$ cat config.mk
export PLATFORM = sky130hd
export DESIGN_NAME = dotp_accum
export DESIGN_NICKNAME = d
export VERILOG_FILES = /design/src/rtl/dotp_pkg.sv /design/src/rtl/dotp_sat_add.sv /design/src/rtl/dotp_accum.sv
export SDC_FILE = /design/constraint.sdc
export NUM_CORES = 1
export LEC_CHECK = 0
export BUFFER_PORTS_ARGS = -buffer_cell sky130_fd_sc_hd__buf_2
export CAP_MARGIN = 20
export CORE_ASPECT_RATIO = 0.8
export CORE_MARGIN = 2
export CORE_UTILIZATION = 35
export CTS_CLUSTER_DIAMETER = 200
export DETAILED_ROUTE_END_ITERATION = 6
export SLEW_MARGIN = 20
export SYNTH_ARGS = -nofsm -noshare
export SYNTH_HDL_FRONTEND = slang
export SYNTH_SLANG_ARGS = --single-unit
$ cat constraint.sdc
create_clock -name clk -period 5.78 [get_ports clk]
set_clock_uncertainty 0.05 [all_clocks]
set_input_delay 0.289 -clock clk [delete_from_list [all_inputs] [get_ports clk]]
set_output_delay 0.289 -clock clk [all_outputs]
set_load 0.005 [all_outputs]
$ cat src/rtl/dotp_pkg.sv
// Shared types and default widths for the dot-product pipeline and its window accumulator.
package dotp_pkg;

    localparam int DOTP_IN_W  = 17;
    localparam int DOTP_CNT_W = 8;
    localparam int DOTP_ACC_W = 25;

    typedef enum logic [1:0] {
        IDLE  = 2'd0,
        ACCUM = 2'd1,
        HOLD  = 2'd2
    } state_t;

endpackage

$ cat src/rtl/dotp_sat_add.sv
// Combinational accumulator adder: zero-extended term plus running total, with carry out.
// With DOTP_ACCUM_SAT_EN defined the sum clamps to all-ones on carry; otherwise it wraps.
module dotp_sat_add #(
    parameter int ACC_W = 25,
    parameter int IN_W  = 17
) (
    input  logic [ACC_W-1:0] acc,
    input  logic [IN_W-1:0]  data,
    output logic [ACC_W-1:0] sum,
    output logic             carry
);

    logic [ACC_W:0] wide;

    assign wide  = {1'b0, acc} + (ACC_W+1)'(data);
    assign carry = wide[ACC_W];

`ifdef DOTP_ACCUM_SAT_EN
    assign sum = carry ? {ACC_W{1'b1}} : wide[ACC_W-1:0];
`else
    assign sum = wide[ACC_W-1:0];
`endif

endmodule

$ cat src/rtl/dotp_accum.sv
// Sums a programmable-length window of pipeline results and hands the total downstream
// on a valid/ready port. Overflow behaviour selected by DOTP_ACCUM_SAT_EN (saturate vs. wrap).
module dotp_accum
    import dotp_pkg::*;
#(
    parameter int IN_W  = DOTP_IN_W,
    parameter int CNT_W = DOTP_CNT_W,
    parameter int ACC_W = DOTP_ACC_W
) (
    input  logic             clk,
    input  logic             rst,
    input  logic             start,
    input  logic [CNT_W-1:0] len,
    input  logic             in_valid,
    input  logic [IN_W-1:0]  in_data,
    output logic             out_valid,
    input  logic             out_ready,
    output logic [ACC_W-1:0] out_sum,
    output logic             overflow,
    output logic             busy
);

    state_t           state;
    logic [ACC_W-1:0] acc;
    logic [CNT_W-1:0] cnt;
    logic [CNT_W-1:0] len_q;
    logic [ACC_W-1:0] add_sum;
    logic             add_carry;
    logic             last_term;

    dotp_sat_add #(
        .ACC_W(ACC_W),
        .IN_W (IN_W)
    ) u_add (
        .acc  (acc),
        .data (in_data),
        .sum  (add_sum),
        .carry(add_carry)
    );

    assign last_term = (cnt == len_q - 1'b1);

    always_ff @(posedge clk) begin
        if (rst) begin
            state     <= IDLE;
            acc       <= '0;
            cnt       <= '0;
            len_q     <= '0;
            out_sum   <= '0;
            out_valid <= 1'b0;
            overflow  <= 1'b0;
            busy      <= 1'b0;
        end else begin
            case (state)
                IDLE: begin
                    if (start) begin
                        acc      <= '0;
                        cnt      <= '0;
                        overflow <= 1'b0;
                        busy     <= 1'b1;
                        if (len != '0) begin
                            len_q <= len;
                            state <= ACCUM;
                        end else begin
                            // empty window completes immediately with a zero total
                            out_sum   <= '0;
                            out_valid <= 1'b1;
                            state     <= HOLD;
                        end
                    end
                end
                ACCUM: begin
                    if (in_valid) begin
                        acc <= add_sum;
                        cnt <= cnt + 1'b1;
                        if (add_carry)
                            overflow <= 1'b1;
                        if (last_term) begin
                            out_sum   <= add_sum;
                            out_valid <= 1'b1;
                            state     <= HOLD;
                        end
                    end
                end
                HOLD: begin
                    // start here is dropped; a new window must be requested from IDLE
                    if (out_ready) begin
                        out_valid <= 1'b0;
                        busy      <= 1'b0;
                        state     <= IDLE;
                    end
                end
                default: begin
                    state     <= IDLE;
                    out_valid <= 1'b0;
                    busy      <= 1'b0;
                end
            endcase
        end
    end

endmodule

==> results.yml, run 1 <==
status:
  outcome: "completed"
logic_synthesis:
  synth_largest_area_cell: "dfxtp_1"
  synth_ff_type: "dfxtp_1"
  synth_top_area_share: 0.347
  synth_edf_count: 0
  avgSynthCellArea_sq_um: 7.99
  synth_fa_ha_area_frac: 0.0629
  synth_compound_area_frac: 0.201
  ys_top_cells_by_area: "dfxtp_1, a21oi_1, nor2_1, ha_1, nand2_1"
  syn_nets: 563
  netlist_instances: 513
  async_flop_share: 0
  synthXorXnorAreaFrac: 0.0791
  yosysUniqueCellTypes: 59
  mappedNetlistArea_sq_mm: 0.00410
  synth_commonest_cells: "dfxtp_1, nor2_1, nand2_1"
  ys_seq_elements: 71
  yosysMostFrequentCell: "dfxtp_1"
  synth_mux_area_frac: 0.0317
  yosys_warnings: 0
  seq_area_frac_synth: 0.347
  synth_top_family_by_area: "simple AND/OR/NAND/NOR gates"
  synthSimpleGateAreaFrac: 0.233
global_routing:
  met1_usage: 0.270
  met2_usage: 0.253
  grtUsageTotal: 0.178
  grt.busiest_layer: "met1"
  grt_max_degree: 63
  grt_first_pass_wirelength_mm: 18.1
  grt_pass1_vias: 3546
  grt_overflow: 0
  antenna_found_initial: 0
  grtUsageMet3: 0.0372
worst_setup_path:
  criticalPathCategory: "register to register"
  cp.required_ns: 5.92
  critPathTopFamily: "compound AO/OA/AOI/OAI gates"
  cp.buffers_inverters: 1
  cp.arrival_ns: 3.32
  rrSetupSlack_ns: 2.61
  crit_chain: "inv_1 > ha_1 > o21ba_1 > a221oi_1 > a41oi_1 > nor4_4 > o211a_1 > mux2i_1 > nor2_1"
  crit_fanout: 16
  cpPeakStageDelay_ns: 0.73
  cp_slowest_cell: "o211a_1"
  cp-end-kind: "register"
  worst_setup_path_start_kind: "register"
timing:
  rsz0062_at_grt: "no"
  setup_tns_ns: 0
  hold_viol_final: 0
  post-route-period-util: 0.549
  tightest_slew_ns: 0.993
  fin_crit_ns: 3.17
  final.setup.worst_slack_ns: 2.61
  max_slew_margin: 0.338
  fmax_mhz: 315
  maxSlewViolCount: 0
  setup_viol: 0
routing:
  ant_nets: 0
  drt_iter0_drc: 244
  wl_per_cell_um: 15.2
  firstDrtPassIters: 4
  num_vias: 3765
  viasPerCell: 5.27
  drc_errors: 0
  routed_wl_mm: 10.9
floorplanning:
  core_area_sq_mm: 0.0115
  placementRows: 35
  die_area_sq_mm: 0.0126
  ios: 58
  die_h_um: 101
  die_w_um: 125
  start_util: 0.357
power:
  p_leak_uw: 0.00194
  powerDensity_mw_per_mm2: 277
  ir_worst_vdd_uv: 229
clock_tree:
  clock-sinks: 71
  cts.htree.levels: 3
  postCtsSetupBuffers: 0
  cts_tree: "done"
  clk_pin_slew_worst_paths_ns: 0.06
  clockBufferDepth: 2
  hold_buffers: 0
  root_buffer: "clkbuf_16"
  cts_made_buffers: 9
  cts-resized-gates: 0
  clkLatencyLatePin_ns: 0.33
placed_design:
  place.gp.congestion: 0.915
  dp.cells: 698
  pre_cts_slack_ns: 2.60
  portBuffers: 57
  placed_area_sq_mm: 0.00448
  post-dp-hpwl_mm: 7.86
finish:
  fill_cells: 1169
  final_net_count: 611
  finalInstanceArea_sq_mm: 0.00481
  stdcell_count: 714
  diodes: 0
  areaGrowthSynthToFinish_pct: 17.4
  drive_gt1_frac: 0.155
flow_run:
  drv_cap: 0
hold_path:
  hold_class: "input port to register"
-- final cells by class --
type	instances	area [sq um]	area share
sequential	71	1420	0.295
clock buffer	11	253	0.0525
multi-input combinational	399	2490	0.518
clock inverter	5	80.1	0.0166
tap	148	185	0.0385
timing repair buffer	59	300	0.0624
inverter	21	78.8	0.0164
-- report_power, final --
| group | switching (uW) | internal [uW] | leakage, uW | total, uW |
|---|---|---|---|---|
| registers | 14.1 | 504 | 0.000575 | 519 |
| logic | 129 | 76.1 | 0.00121 | 205 |
| clock network | 211 | 400 | 0.000158 | 611 |
-- layout by cell type, fill, tap and decap left out, drive strengths merged, types with 8 or more instances in the layout --
cell type / instances
dfxtp: 71
nor2: 68
buf: 59
nand2: 56
a21oi: 54
o21ai: 27
inv: 21
xnor2: 20
ha: 19
xor2: 17
mux2i: 13
nand3: 12
clkbuf: 11
nand4: 9
nand2b: 8
-- cell families after synthesis --
family | Yosys count
muxes | 13
DFF | 71
AOI/OAI and AO/OA | 134
xor gates and xnor gates | 37
and+or+nand+nor | 195
buffers and inverters | 43
adders and majority gates | 20
-- worst paths after layout --
kind / startpoint / to / cells past startpoint
max: len_q[0] / out_sum[7] / 9
min: len[0] / len_q[0] / 3
max reg2reg: len_q[0] / out_sum[7] / 9
min reg2reg: overflow / overflow / 2
-- layer usage --
layer | wire (um) | vias up
li1 | - | 1910
met1 | 5590 | 1742
met2 | 4490 | 103
met3 | 672 | 10
met4 | 123 | 0
met5 | 0 | -
-- state kept, by name (all words and copies together) (netlist names) --
register   cells
state          2
out_valid      1
len_q          8
overflow       1
out_sum       25
cnt            8
acc           25
busy           1
-- tightest hold or removal path: stages --
cell,delay (ns)
buf_2,0.09
a21oi_1,0.05
nor2_1,0.07
-- per-stage QoR --
| stage | hold slack, ns | utilization | power [uW] |
|---|---|---|---|
| final | 0.154 | 0.419 | 1330 |
| after global routing | 0.176 | 0.419 | 1400 |
| after CTS | 0.144 | 0.419 | 1350 |
| after detailed placement | 0.397 | 0.390 | 732 |
| after global placement | 0.396 | 0.390 | 729 |
| after floorplan | 0.375 | - | 676 |
Note: power is estimated with default switching activity, not from simulation.
==> run 2: changes to the inputs <==
==> constraint.sdc (replaced) <==
create_clock -name clk -period 2.8 [get_ports clk]
set_clock_uncertainty 0.05 [all_clocks]
set_input_delay 0.14 -clock clk [delete_from_list [all_inputs] [get_ports clk]]
set_output_delay 0.14 -clock clk [all_outputs]
set_load 0.005 [all_outputs]
==> results.yml, run 2 (synthesis results as in run 1) <==
finish:
  drive_gt1_frac: 0.167
  final_common_cell: "dfxtp_1"
  largestRegisters: "acc (25), out_sum (25)"
  diodes: 0
  final_net_count: 628
  final_cell_mix: "dfxtp_1, nor2_1, buf_2"
  areaGrowthSynthToFinish_pct: 19.5
worst_setup_path:
  cp.buffers_inverters: 2
  cp-end-kind: "register"
  cp.required_ns: 3.02
  critPathTopFamily: "simple AND/OR/NAND/NOR gates"
  cp_slowest_cell: "nor4_4"
  r2r_start: "len_q[1]"
  worst_setup_path_start_kind: "register"
  crit_fanout: 5
  cp-startpoint: "len_q[1]"
  criticalPathCategory: "register to register"
  cpPeakStageDelay_ns: 0.40
  cp.arrival_ns: 2.83
  crit_chain: "inv_1 > ha_1 > o21ba_1 > a221oi_1 > a41oi_1 > nor4_4 > buf_4 > nand2_1 > or3_1 > a21oi_1"
power:
  powerDensity_mw_per_mm2: 518
  ir_worst_vdd_uv: 271
  power_uw: 2540
  p_leak_uw: 0.00199
floorplanning:
  die_w_um: 125
  die_area_sq_mm: 0.0126
  die_h_um: 101
  core_area_sq_mm: 0.0115
  start_util: 0.357
  placementRows: 35
  ios: 58
timing:
  tightest_slew_ns: 0.880
  setup_viol: 0
  post-route-period-util: 0.934
  maxSlewViolCount: 0
  rsz0062_at_grt: "yes"
  fmax_mhz: 382
  fin_crit_ns: 2.62
  hold_ws_ns: 0.00631
  hold_viol_final: 0
  max_slew_margin: 0.409
global_routing:
  antenna_found_initial: 0
  grt_first_pass_wirelength_mm: 17.7
  grtUsageTotal: 0.175
  grt_overflow: 0
  grt_pass1_vias: 3731
  grt_max_degree: 40
clock_tree:
  cts_made_buffers: 9
  clkLatencyLatePin_ns: 0.34
  cts.htree.levels: 3
  cts_tree: "done"
  clk_pin_slew_worst_paths_ns: 0.05
  root_buffer: "clkbuf_16"
  clockBufferDepth: 2
  clock-sinks: 71
flow_run:
  drv_cap: 0
status:
  outcome: "completed"
placed_design:
  portBuffers: 57
  place.gp.congestion: 0.891
  post-dp-hpwl_mm: 7.96
routing:
  wl_per_cell_um: 14.5
  drc_errors: 0
  ant_nets: 0
  firstDrtPassIters: 5
  routed_wl_mm: 10.6
  drt_iter0_drc: 147
  viasPerCell: 5.25
  num_vias: 3830
hold_path:
  hold_class: "input port to register"
  worstHoldStart: "len[4]"
-- run 2: layout make-up --
cell class	instances	area, sq um
flip-flops and latches	71	1420
clock inverters	1	5.00
fillers	1203	6570
inverters	21	78.8
multi-input cells	399	2500
well taps	148	185
repair buffers	76	453
clock buffers	14	254
-- run 2: worst paths after layout --
path	cells past startpoint	to	slack, ns
worst max-delay path	10	out_sum[3]	0.18
worst min-delay path	3	len_q[4]	0.006
worst max register to register	10	out_sum[3]	0.18
worst min register to register	2	out_sum[4]	0.41
-- run 2: worst reg2reg max path: stages (launching register included) --
cell	delay (ns)
dfxtp_1	0.38
inv_1	0.08
ha_1	0.25
o21ba_1	0.19
a221oi_1	0.29
a41oi_1	0.12
nor4_4	0.40
buf_4	0.19
nand2_1	0.08
or3_1	0.37
a21oi_1	0.14
-- run 2: routing by layer --
| metal | vias up | part of all wire | global-route usage |
|---|---|---|---|
| li1 | 1942 | - | - |
| met1 | 1771 | 0.50 | 0.238 |
| met2 | 104 | 0.42 | 0.265 |
| met3 | 13 | 0.067 | 0.0488 |
| met4 | 0 | 0.013 | 0.0624 |
| met5 | - | 0 | 0 |
-- run 2: timing repair --
item / CTS / global route
hold endpoints to repair: 5 / 0
endpoints found under the setup margin: 1 / 23
hold buffers: 5 / 0
setup buffers: 0 / 2
gates resized for setup: 1 / 6
pin swaps: 0 / 2
-- run 2: metrics by stage --
stage               area, sq um  setup TNS (ns)  setup WS (ns)   util  cells
detailed placement         4560               0         0.0138  0.398    708
finish                     4900               0          0.184  0.427    730
global placement           4560               0         0.0844  0.398    708
floorplan                  4100               0          0.274      -    513
global route               4900         -0.0581        -0.0352  0.427    730
CTS                        4880               0         0.0528  0.425    728
-- run 2: where the power goes --
group          switching, uW  internal (uW)  total (uW)
logic                    268            176         444
clock network            409            618        1030
registers               27.5           1040        1070
==> run 3: changes to the inputs <==
--- a/config.mk
+++ b/config.mk
@@ -9,9 +9,11 @@
 export CAP_MARGIN = 20
 export CORE_ASPECT_RATIO = 0.8
 export CORE_MARGIN = 2
-export CORE_UTILIZATION = 35
+export CORE_UTILIZATION = 50
+export CTS_BUF_LIST = sky130_fd_sc_hd__clkbuf_8
 export CTS_CLUSTER_DIAMETER = 200
 export DETAILED_ROUTE_END_ITERATION = 6
+export PLACE_DENSITY = 0.74
 export SLEW_MARGIN = 20
 export SYNTH_ARGS = -nofsm -noshare
 export SYNTH_HDL_FRONTEND = slang
==> results.yml, run 3 (synthesis results as in run 1) <==
routing:
  wl_per_cell_um: 15.2
  drc_errors: 0
  viasPerCell: 5.68
  ant_nets: 0
  drt_iter0_drc: 209
  routed_wl_mm: 10.5
  firstDrtPassIters: 5
  num_vias: 3925
global_routing:
  grt_first_pass_wirelength_mm: 17.5
  grtUsageMet3: 0.0538
  grt.busiest_layer: "met2"
  grt_overflow: 0
  met2_usage: 0.374
  antenna_found_initial: 0
  grt_max_degree: 39
  grt_pass1_vias: 3712
  met1_usage: 0.338
  grtUsageTotal: 0.242
power:
  powerDensity_mw_per_mm2: 508
  power_uw: 2450
  p_leak_uw: 0.00199
  ir_worst_vdd_uv: 289
timing:
  setup_tns_ns: 0
  fmax_mhz: 384
  maxSlewViolCount: 0
  hold_viol_final: 0
  fin_crit_ns: 2.61
  post-route-period-util: 0.931
  rsz0062_at_grt: "no"
  tightest_slew_ns: 0.791
  max_slew_margin: 0.473
  setup_viol: 0
placed_design:
  portBuffers: 57
  place.gp.congestion: 0.928
  post-dp-hpwl_mm: 7.73
finish:
  largestRegisters: "acc (25), out_sum (25)"
  drive_gt1_frac: 0.173
  diodes: 0
  final_net_count: 628
  final_common_cell: "dfxtp_1"
  final_cell_mix: "dfxtp_1, nor2_1, buf_2"
  areaGrowthSynthToFinish_pct: 17.8
clock_tree:
  cts_made_buffers: 9
  cts.htree.levels: 3
  clock-sinks: 71
  cts_tree: "done"
  clockBufferDepth: 2
  root_buffer: "clkbuf_8"
  clkLatencyLatePin_ns: 0.35
  clk_pin_slew_worst_paths_ns: 0.07
floorplanning:
  die_w_um: 105
  ios: 58
  start_util: 0.516
  placementRows: 29
  die_area_sq_mm: 0.00894
  core_area_sq_mm: 0.00795
  die_h_um: 85.0
worst_setup_path:
  worstSetupPathDepth: 10
  critPathTopFamily: "compound AO/OA/AOI/OAI gates"
  crit_chain: "ha_1 > inv_1 > fa_1 > nand2b_1 > a211oi_4 > o2111ai_2 > a21boi_1 > o21ai_0 > or3_1 > o21ai_0"
  cp.arrival_ns: 2.83
  worst_setup_path_start_kind: "register"
  cp.buffers_inverters: 1
  criticalPathCategory: "register to register"
  crit_fanout: 4
  cp_common_cell: "o21ai_0"
  cp-end-kind: "register"
  cp.required_ns: 3.02
  cpPeakStageDelay_ns: 0.39
  r2r_cells: 10
  cp_slowest_cell: "fa_1"
hold_path:
  holdPathStages: 3
  hold_class: "input port to register"
flow_run:
  drv_cap: 0
status:
  outcome: "completed"
-- run 3: repair_timing --
item / CTS / global route
pin swaps: 0 / 1
hold endpoints to repair: 5 / 0
resized for setup: 1 / 6
endpoints found under the setup margin: 2 / 17
setup buffers: 0 / 1
hold buffers: 5 / 0
-- run 3: through the flow --
stage	setup slack, ns	area (sq um)	hold slack [ns]	cells	util
final	0.194	4830	0.0186	691	0.607
after global routing	0.0173	4830	0.0370	691	0.607
after CTS	0.112	4800	0.00808	690	0.604
after detailed placement	0.0792	4520	0.352	669	0.569
after global placement	0.139	4520	0.328	669	0.569
after floorplan	0.274	4100	0.226	513	-
-- run 3: layout make-up --
class | count | area [sq um]
clock buffer | 11 | 151
clock inverter | 5 | 72.6
fill | 705 | 3120
inverter | 21 | 78.8
multi-input combinational | 399 | 2510
sequential | 71 | 1420
tap | 108 | 135
timing repair buffer | 76 | 453
-- run 3: worst register-to-register path: cells and delay by family (launching register included) --
| family | cells | cell delay (ns) |
|---|---|---|
| buffers and inverters | 1 | 0.06 |
| AO/OA/AOI/OAI | 5 | 0.94 |
| flip-flops | 1 | 0.36 |
| adder cells (fa/ha/maj) | 2 | 0.58 |
| AND/OR/NAND/NOR | 2 | 0.54 |
-- run 3: per-layer routing --
| layer | vias to the layer above | share of wire |
|---|---|---|
| met5 | - | 0 |
| met4 | 0 | 0.018 |
| met3 | 20 | 0.063 |
| met2 | 121 | 0.43 |
| met1 | 1850 | 0.49 |
| li1 | 1934 | - |
-- run 3: final timing paths --
check	start	to	slack (ns)
hold reg to reg	overflow	overflow	0.40
hold / removal	len[7]	len_q[7]	0.02
setup reg to reg	acc[0]	acc[18]	0.19
setup / recovery	acc[0]	acc[18]	0.19
-- run 3: power breakdown --
group          switching, uW  internal, uW
clock                    389           543
combinational            278           176
sequential              26.2          1040
